<file path="src/rtl/led_sched_pkg.sv">
// Shared FSM state codes, LED pattern codes and the round-robin pick used by led_sched.
package led_sched_pkg;

  localparam logic [1:0] ST_IDLE = 2'd0;
  localparam logic [1:0] ST_ARB  = 2'd1;
  localparam logic [1:0] ST_OWN  = 2'd2;

  localparam logic [1:0] PAT_OFF   = 2'd0;
  localparam logic [1:0] PAT_SOLID = 2'd1;
  localparam logic [1:0] PAT_SLOW  = 2'd2;
  localparam logic [1:0] PAT_FAST  = 2'd3;

  // First set request searching from last+1 upward (mod 4); last itself is checked last.
  function automatic logic [1:0] rr_pick(input logic [3:0] req, input logic [1:0] last);
    logic [1:0] idx;
    logic       found;
    rr_pick = last;
    found   = 1'b0;
    for (int i = 1; i <= 4; i++) begin
      idx = last + 2'(i);
      if (!found && req[idx]) begin
        rr_pick = idx;
        found   = 1'b1;
      end
    end
  endfunction

endpackage

</file>
<file path="src/rtl/led_tick_gen.sv">
// Free-running prescaler: one-cycle tick every DIV clocks, first tick DIV clocks after reset.
module led_tick_gen #(
  parameter int DIV = 12000
) (
  input  logic clk,
  input  logic rst_n,
  output logic tick
);
  import led_sched_pkg::*;

  localparam int CW = (DIV > 2) ? $clog2(DIV) : 1;

  logic [CW-1:0] cnt;

  assign tick = (cnt == CW'(DIV - 1));

  always_ff @(posedge clk or negedge rst_n) begin
    if (!rst_n)    cnt <= '0;
    else if (tick) cnt <= '0;
    else           cnt <= cnt + CW'(1);
  end

endmodule

</file>
<file path="src/rtl/led_sched.sv">
// Four-requester LED owner scheduler: round-robin arbitration with a minimum hold time,
// driving the owner's latched solid/blink pattern onto the green or red LED.
module led_sched #(
  parameter int CLK_HZ     = 12_000_000,
  parameter int TICK_HZ    = 1000,
  parameter int HOLD_TICKS = 500,
  parameter int SLOW_HALF  = 500,
  parameter int FAST_HALF  = 125
) (
  input  logic       clk_12mhz,
  input  logic       rst_n,
  input  logic [3:0] req,
  input  logic [7:0] pattern,
  input  logic [3:0] color,
  output logic [3:0] grant,
  output logic       green_led,
  output logic       red_led,
  output logic       busy
);
  import led_sched_pkg::*;

  localparam int DIV    = CLK_HZ / TICK_HZ;
  localparam int HW     = (HOLD_TICKS > 0) ? $clog2(HOLD_TICKS + 1) : 1;
  localparam int HALF_M = (SLOW_HALF > FAST_HALF) ? SLOW_HALF : FAST_HALF;
  localparam int PW     = (HALF_M > 1) ? $clog2(HALF_M) : 1;

  logic          tick;
  logic [1:0]    state, state_nx;
  logic [1:0]    last_owner, last_nx;
  logic [1:0]    pat_q, pat_nx;
  logic          col_q, col_nx;
  logic [HW-1:0] hold_cnt, hold_nx;
  logic [PW-1:0] phase_cnt, phase_cnt_nx, half_m1;
  logic          phase_on, phase_on_nx;
  logic [3:0]    grant_nx;
  logic [1:0]    winner;
  logic          lvl;

  led_tick_gen #(.DIV(DIV)) u_tick (
    .clk   (clk_12mhz),
    .rst_n (rst_n),
    .tick  (tick)
  );

  always_comb begin
    state_nx     = state;
    grant_nx     = grant;
    last_nx      = last_owner;
    pat_nx       = pat_q;
    col_nx       = col_q;
    hold_nx      = hold_cnt;
    phase_cnt_nx = phase_cnt;
    phase_on_nx  = phase_on;
    half_m1      = (pat_q == PAT_SLOW) ? PW'(SLOW_HALF - 1) : PW'(FAST_HALF - 1);
    winner       = rr_pick(req, last_owner);
    case (state)
      ST_IDLE: begin
        grant_nx = '0;
        if (|req) state_nx = ST_ARB;
      end
      ST_ARB: begin
        if (|req) begin
          state_nx     = ST_OWN;
          grant_nx     = 4'b0001 << winner;
          last_nx      = winner;
          pat_nx       = pattern[{winner, 1'b0} +: 2];
          col_nx       = color[winner];
          hold_nx      = '0;
          phase_cnt_nx = '0;
          phase_on_nx  = 1'b1;
        end else begin
          state_nx = ST_IDLE;
        end
      end
      ST_OWN: begin
        if (!req[last_owner]) begin
          state_nx = ST_ARB;
          grant_nx = '0;
        end else if (hold_cnt >= HW'(HOLD_TICKS) && |(req & ~grant)) begin
          // last_owner stays at the pre-empted owner, so it is searched last in ARB
          state_nx = ST_ARB;
          grant_nx = '0;
        end else if (tick) begin
          if (hold_cnt < HW'(HOLD_TICKS)) hold_nx = hold_cnt + HW'(1);
          if (pat_q == PAT_SLOW || pat_q == PAT_FAST) begin
            if (phase_cnt == half_m1) begin
              phase_cnt_nx = '0;
              phase_on_nx  = ~phase_on;
            end else begin
              phase_cnt_nx = phase_cnt + PW'(1);
            end
          end
        end
      end
      default: begin
        state_nx = ST_IDLE;
        grant_nx = '0;
      end
    endcase
    lvl = (state_nx == ST_OWN) &&
          ((pat_nx == PAT_SOLID) ||
           ((pat_nx == PAT_SLOW || pat_nx == PAT_FAST) && phase_on_nx));
  end

  always_ff @(posedge clk_12mhz or negedge rst_n) begin
    if (!rst_n) begin
      state      <= ST_IDLE;
      grant      <= '0;
      last_owner <= 2'd3;
      pat_q      <= PAT_OFF;
      col_q      <= 1'b0;
      hold_cnt   <= '0;
      phase_cnt  <= '0;
      phase_on   <= 1'b0;
      green_led  <= 1'b0;
      red_led    <= 1'b0;
      busy       <= 1'b0;
    end else begin
      state      <= state_nx;
      grant      <= grant_nx;
      last_owner <= last_nx;
      pat_q      <= pat_nx;
      col_q      <= col_nx;
      hold_cnt   <= hold_nx;
      phase_cnt  <= phase_cnt_nx;
      phase_on   <= phase_on_nx;
      green_led  <= lvl && !col_nx;
      red_led    <= lvl && col_nx;
      busy       <= (state_nx != ST_IDLE);
    end
  end

endmodule

</file>
<file path="config.mk">
export PLATFORM = sky130hd
export DESIGN_NAME = led_sched
export DESIGN_NICKNAME = d
export VERILOG_FILES = /design/src/rtl/led_sched_pkg.sv /design/src/rtl/led_tick_gen.sv /design/src/rtl/led_sched.sv
export SDC_FILE = /design/constraint.sdc
export NUM_CORES = 1
export LEC_CHECK = 0
export CORE_MARGIN = 3
export CORE_UTILIZATION = 45
export CTS_BUF_LIST = sky130_fd_sc_hd__clkbuf_2
export DETAILED_ROUTE_END_ITERATION = 10
export PLACE_DENSITY = 0.68
export SLEW_MARGIN = 20
export SYNTH_ARGS = -nofsm -noshare
export SYNTH_HDL_FRONTEND = slang
export SYNTH_SLANG_ARGS = --single-unit
</file>
<file path="constraint.sdc">
create_clock -name clk_12mhz -period 2.36 [get_ports clk_12mhz]
set_clock_uncertainty 0.2 [all_clocks]
set_input_delay 0.472 -clock clk_12mhz [delete_from_list [all_inputs] [get_ports clk_12mhz]]
set_output_delay 0.472 -clock clk_12mhz [all_outputs]
set_load 0.05 [all_outputs]
</file>
==> impl_metrics.yaml, run 1 <==
grt:
  grt_pass1_wl_mm: 10.5
  grt_max_degree: 32
  antenna_found_initial: 0
  grt_use_total_pct: 18.1
  grt_pass1_vias: 2285
  overflow: 0
worst_setup_path:
  crit_arrival_ns: 2.73
  crit_chain: "or4b_4 > nor4_4 > o2111ai_2 > o31ai_2 > nand3_2 > mux2_4 > nor3b_4"
  cp-start-kind: "register"
  crit_fanout: 3
  cp-startpoint: "u_tick.cnt[8]$_DFF_PN0_"
  cp.required_ns: 2.54
  timing.setup.critical_path_class: "reg2reg"
  worstReg2RegStart: "u_tick.cnt[8]$_DFF_PN0_"
  critical-path-top-delay-family: "simple AND/OR/NAND/NOR gates"
  slowest_stage: "or4b_4"
  cp-end-kind: "register"
  cp_num_buf_inv: 0
  slowest_delay_ns: 0.56
layout:
  antenna-diode-count: 0
  synthToLayoutAreaGrowth_pct: 32.9
  fin_area_um2: 3590
  nets: 382
  drive_gt1_share_pct: 26.9
  final_util_pct: 63.6
  fin_cells: 429
power_and_ir_drop:
  p_clk_share_pct: 9.8
  p_sw_uw: 1400
  swShare_pct: 42.3
  pwr-share-seq_pct: 31.7
  power_frac_comb_pct: 58.6
  power_density_nw_per_um2: 921
  intPower_uw: 1910
  p_leak_uw: 0.00170
  vdd_drop_max_mv: 0.582
clock_tree:
  clk_latency_ns: 0.43
  cts_sinks: 47
  cts_htree_levels: 2
  clock_path_buffers: 2
  cts-root-buf: "clkbuf_2"
  clkSlewWorstSetupHoldPaths_ns: 0.24
  cts_tree: "built"
  cts_buffers: 5
die:
  start_util_pct: 47.8
  rows: 27
  core_um2: 5640
  dieWidth_um: 83.4
  die-area_um2: 6960
  io_pins: 25
  die-height_um: 83.4
yosys:
  synth-edff-count: 0
  synth_fp_nets: 310
  syn_avg_cell_area_um2: 9.50
  synth-seq-cells: 47
  yosys_warnings: 0
  synth_common_cells: "dfrtp_1, nand2_1, nor2_1"
  ys.flop_type: "dfrtp_1"
  yosys.cell_types.count: 54
  synthArstFlopShare_pct: 100
  syn_inst: 284
  synth_largest_area_cell: "dfrtp_1"
  netlist_area_um2: 2700
  synthTopCellsByArea: "dfrtp_1, nand2_1, nor2_1, ha_1, xor2_1"
  seq_area_frac_synth_pct: 43.7
  post-synth-top-count-cell: "dfrtp_1"
  synth_top_area_share_pct: 41.7
sta:
  holdWs_ns: 0.247
  finalWorstSetupSlack_ns: -0.193
  period_needed_ns: 2.55
  max_freq_ghz: 0.392
  rsz0062_at_grt: "yes"
  hold_viol: 0
  tightest_slew_ns: 0.557
  setup_viol: 19
  fin_crit_sh_pct: 108
  max_slew_margin_pct: 62.6
  slew_viol_final: 0
job:
  cap_violations: 0
placement:
  pre_cts_ws_ns: -0.573
  placedCellCount: 412
  hpwl_mm: 4.40
  place_congestion: 0.871
  dpl_cell_area_um2: 3310
  port_buffers: 24
route:
  postRouteAntennaNets: 0
  drc_errors: 0
  routedWlPerCell_um: 14.6
  dr.pass1.iters: 4
  routed_wl_mm: 6.28
  num_vias: 2389
  drt_iter0_markers: 165
  vias_per_cell: 5.57
run_status:
  status: "finished, violations left"
  violations: "negative setup slack"
worst_hold_path:
  hold_path.class: "in2async"
## state kept, by name (all words and copies together) (netlist names), 2 cells and up
name and flops:
grant 4, pat_q 2, state 2, phase_cnt 9
last_owner 2, hold_cnt 9, u_tick.cnt 14
## through the flow
step / TNS, ns / power [uW]
final: -1.98 / 3300
after global routing: -4.10 / 3530
after CTS: -0.907 / 3070
after detailed placement: -10.88 / 2570
after global placement: -10.30 / 2550
after floorplan: 0 / 2010
## layout make-up
cell class	count	area, um^2
tap	72	90.1
sequential	47	1180
inverter	14	52.6
multi-input combinational	216	1580
fill	484	2060
clock buffer	6	30.0
timing repair buffer	72	646
clock inverter	2	8.76
## power by group through the flow
stage / logic, uW / clock network (uW) / registers [uW]
finish: 1940 / 322 / 1050
detailed placement: 1510 / 0 / 1060
global placement: 1490 / 0 / 1060
CTS: 1690 / 334 / 1050
floorplan: 854 / 0 / 1160
global route: 2090 / 378 / 1060
## repair_timing
action                                  in CTS  in global routing
hold buffers                                 1                  0
resized for setup                           22                 29
gates cloned                                 1                  0
setup buffers                                3                  5
hold endpoints to repair                    16                  0
pin swaps                                   11                 15
endpoints found under the setup margin      19                 28
## final timing paths
kind	cells after the start	slack [ns]	endpoint
worst min register to register	1	0.33	u_tick.cnt[10]$_DFF_PN0_
min in group clk_12mhz	1	0.33	u_tick.cnt[10]$_DFF_PN0_
worst max-delay path	7	-0.19	red_led$_DFF_PN0_
worst min-delay path	2	0.25	u_tick.cnt[5]$_DFF_PN0_
max in group asynchronous	3	1.14	last_owner[1]$_DFFE_PN1P_
worst max register to register	7	-0.19	red_led$_DFF_PN0_
## metal layers
| layer | up-vias | wire length, um | GRT usage [%] | share of wire (%) |
|---|---|---|---|---|
| met5 | - | 0 | 0 | 0 |
| met2 | 61 | 3090 | 29.5 | 49 |
| met1 | 1147 | 2840 | 24.7 | 45 |
| met4 | 0 | 102 | 5.99 | 1.6 |
| li1 | 1173 | - | - | - |
| met3 | 8 | 253 | 2.98 | 4.0 |
## logic make-up (layout without fill, tap and decap cells)
logic type,count (synthesis),in the layout,synth area share (%)
and+or+nand+nor,127,127,24.4
DFF,47,47,43.7
buffers and inverters,21,94,3.29
AOI/OAI and AO/OA,56,56,15.4
xor gates and xnor gates,17,17,5.52
adders and majority gates,8,8,3.71
muxes,8,8,3.99
## layout by cell type (no fill, tap or decap), types with 6 or more instances in the layout
cell type,instances
and3_1,8
buf_4,39
buf_6,7
clkbuf_2,6
clkdlybuf4s50_1,18
dfrtp_1,43
ha_1,8
inv_1,13
nand2_1,27
nand3_1,15
nand4_1,9
nor2_1,28
nor2b_1,7
o21ai_0,9
o21ai_2,6
xnor2_1,6
xor2_1,11
Note: power is estimated with default switching activity, not from simulation.
==> run 2, diff against run 1 <==
--- a/config.mk
+++ b/config.mk
@@ -5,9 +5,10 @@
 export SDC_FILE = /design/constraint.sdc
 export NUM_CORES = 1
 export LEC_CHECK = 0
+export CORE_ASPECT_RATIO = 1.1
 export CORE_MARGIN = 3
 export CORE_UTILIZATION = 45
-export CTS_BUF_LIST = sky130_fd_sc_hd__clkbuf_2
+export CTS_BUF_LIST = sky130_fd_sc_hd__clkbuf_16
 export DETAILED_ROUTE_END_ITERATION = 10
 export PLACE_DENSITY = 0.68
 export SLEW_MARGIN = 20
==> impl_metrics.yaml, run 2 (synthesis results as in run 1) <==
clock_tree:
  cts_buffers: 5
  cts-root-buf: "clkbuf_16"
  clock_path_buffers: 2
  clkSlewWorstSetupHoldPaths_ns: 0.06
  clk_latency_ns: 0.29
  cts_htree_levels: 2
  cts_sinks: 47
  cts_tree: "built"
worst_setup_path:
  cp-startpoint: "u_tick.cnt[8]$_DFF_PN0_"
  crit_chain: "or4b_4 > nor4_4 > o2111ai_2 > o31ai_2 > nand3_2 > mux2_4 > nor3_2"
  cp.required_ns: 2.38
  timing.setup.critical_path_class: "reg2reg"
  critical-path-top-delay-family: "simple AND/OR/NAND/NOR gates"
  worstReg2RegStart: "u_tick.cnt[8]$_DFF_PN0_"
  slowest_stage: "or4b_4"
  cp-end-kind: "register"
  r2r_cells: 7
  crit_arrival_ns: 2.46
  slowest_delay_ns: 0.56
  rrSetupSlack_ns: -0.08
  endpoint: "green_led$_DFF_PN0_"
  cp_num_cells: 7
  cp_num_buf_inv: 0
  cp-start-kind: "register"
  r2r_end: "green_led$_DFF_PN0_"
  crit_fanout: 3
layout:
  largest_registers: "u_tick.cnt: 14 flops, hold_cnt: 9 flops, phase_cnt: 9 flops"
  largest_reg_flops: 14
  antenna-diode-count: 0
  drive_gt1_share_pct: 26.8
  nets: 387
  final_cell_mix: "buf_4, dfrtp_1, nand2_1, nor2_1, clkdlybuf4s50_1"
  regMostFlops: "u_tick.cnt"
  final_common_cell: "buf_4"
  fin_cells: 437
  synthToLayoutAreaGrowth_pct: 37.5
sta:
  tightest_slew_ns: 0.527
  finalWorstSetupSlack_ns: -0.0828
  max_freq_ghz: 0.409
  slew_viol_final: 0
  rsz0062_at_grt: "yes"
  setup_viol: 7
  hold_viol: 0
  fin_crit_sh_pct: 104
  max_slew_margin_pct: 64.6
  period_needed_ns: 2.44
placement:
  pre_cts_ws_ns: -0.587
  hpwl_mm: 4.44
  place_congestion: 0.837
  port_buffers: 24
  placedCellCount: 420
route:
  num_vias: 2361
  drt_iter0_markers: 95
  drc_errors: 0
  routedWlPerCell_um: 14.3
  vias_per_cell: 5.40
  dr.pass1.iters: 4
  routed_wl_mm: 6.26
  postRouteAntennaNets: 0
power_and_ir_drop:
  pwr-share-seq_pct: 27.5
  p_clk_share_pct: 21.4
  swShare_pct: 37.9
  power_density_nw_per_um2: 1020
  power_frac_comb_pct: 51.1
  intPower_uw: 2350
  p_sw_uw: 1440
  vdd_drop_max_mv: 0.689
  p_leak_uw: 0.00170
die:
  core_um2: 5610
  die-height_um: 87.2
  rows: 28
  io_pins: 25
  die-area_um2: 6960
  start_util_pct: 48.1
  dieWidth_um: 79.8
worst_hold_path:
  hold_path.class: "reg2reg"
grt:
  grt_pass1_vias: 2406
  antenna_found_initial: 0
  grt_pass1_wl_mm: 10.8
  grt_max_degree: 27
  grt_use_total_pct: 19.5
  overflow: 0
run_status:
  violations: "negative setup slack"
  status: "finished, violations left"
job:
  cap_violations: 0
-- run 2: cell count changes in the layout (fill, tap and decap cells not counted), moves of 2 or more --
cell	before	now
buf_4	39	49
buf_6	7	2
clkbuf_16	0	5
clkbuf_2	6	0
dlygate4sd2_1	1	4
dlymetal6s2s_1	4	0
o21ai_2	6	4
-- run 2: power by group through the flow --
stage | Sequential, uW | Combinational [uW] | Clock [uW]
after CTS | 1040 | 1760 | 814
after global routing | 1060 | 2110 | 853
after floorplan | 1160 | 854 | 0
after detailed placement | 1050 | 1600 | 0
final | 1040 | 1940 | 810
after global placement | 1050 | 1570 | 0
-- run 2: how the worst min path moves through the flow --
stage                                   start                        end  slack (ns)  cells after the start
floorplan                               rst_n             busy$_DFF_PN0_       -0.02                      0
global placement                        rst_n    u_tick.cnt[2]$_DFF_PN0_        0.27                      1
detailed placement                      rst_n    u_tick.cnt[2]$_DFF_PN0_        0.27                      1
CTS                  phase_cnt[6]$_DFFE_PN0P_   phase_cnt[6]$_DFFE_PN0P_        0.32                      1
global route         phase_cnt[6]$_DFFE_PN0P_   phase_cnt[6]$_DFFE_PN0P_        0.33                      1
finish              last_owner[1]$_DFFE_PN1P_  last_owner[1]$_DFFE_PN1P_        0.32                      2
-- run 2: timing repair --
| action | in CTS | in global routing |
|---|---|---|
| setup endpoints to repair | 28 | 24 |
| setup buffers | 4 | 3 |
| resized for setup | 19 | 19 |
| hold buffers | 1 | 0 |
| cloned | 1 | 0 |
| pin swaps | 8 | 13 |
| hold endpoints to repair | 21 | 0 |
-- run 2: through the flow --
stage / total power (uW) / setup TNS [ns] / hold WS, ns / area [um^2] / utilization, %
2_1_floorplan: 2010 / 0 / -0.0236 / 2720 / -
3_5_place_dp: 2650 / -12.34 / 0.273 / 3350 / 59.8
5_1_grt: 4020 / -2.51 / 0.330 / 3710 / 66.2
6_report: 3790 / -0.387 / 0.319 / 3710 / 66.2
3_3_place_gp: 2620 / -11.45 / 0.274 / 3350 / 59.8
4_1_cts: 3610 / -0.454 / 0.319 / 3620 / 64.6
-- run 2: cell type report --
cell class / count / area (um^2)
clock inverter: 3 / 43.8
inverter: 14 / 52.6
fill: 449 / 1890
clock buffer: 5 / 125
multi-input combinational: 216 / 1560
tap: 75 / 93.8
timing repair buffer: 77 / 651
sequential: 47 / 1180
-- run 2: worst reg2reg max path: stages (launching register included) --
cell       delay, ns
dfrtp_1         0.37
or4b_4          0.56
nor4_4          0.22
o2111ai_2       0.20
o31ai_2         0.24
nand3_2         0.12
mux2_4          0.29
nor3_2          0.16
-- run 2: per-layer routing --
| layer | wire [um] | GRT usage [%] |
|---|---|---|
| met5 | 0 | 0 |
| met1 | 2880 | 25.5 |
| met3 | 244 | 3.52 |
| met2 | 3010 | 32.2 |
| met4 | 132 | 7.68 |
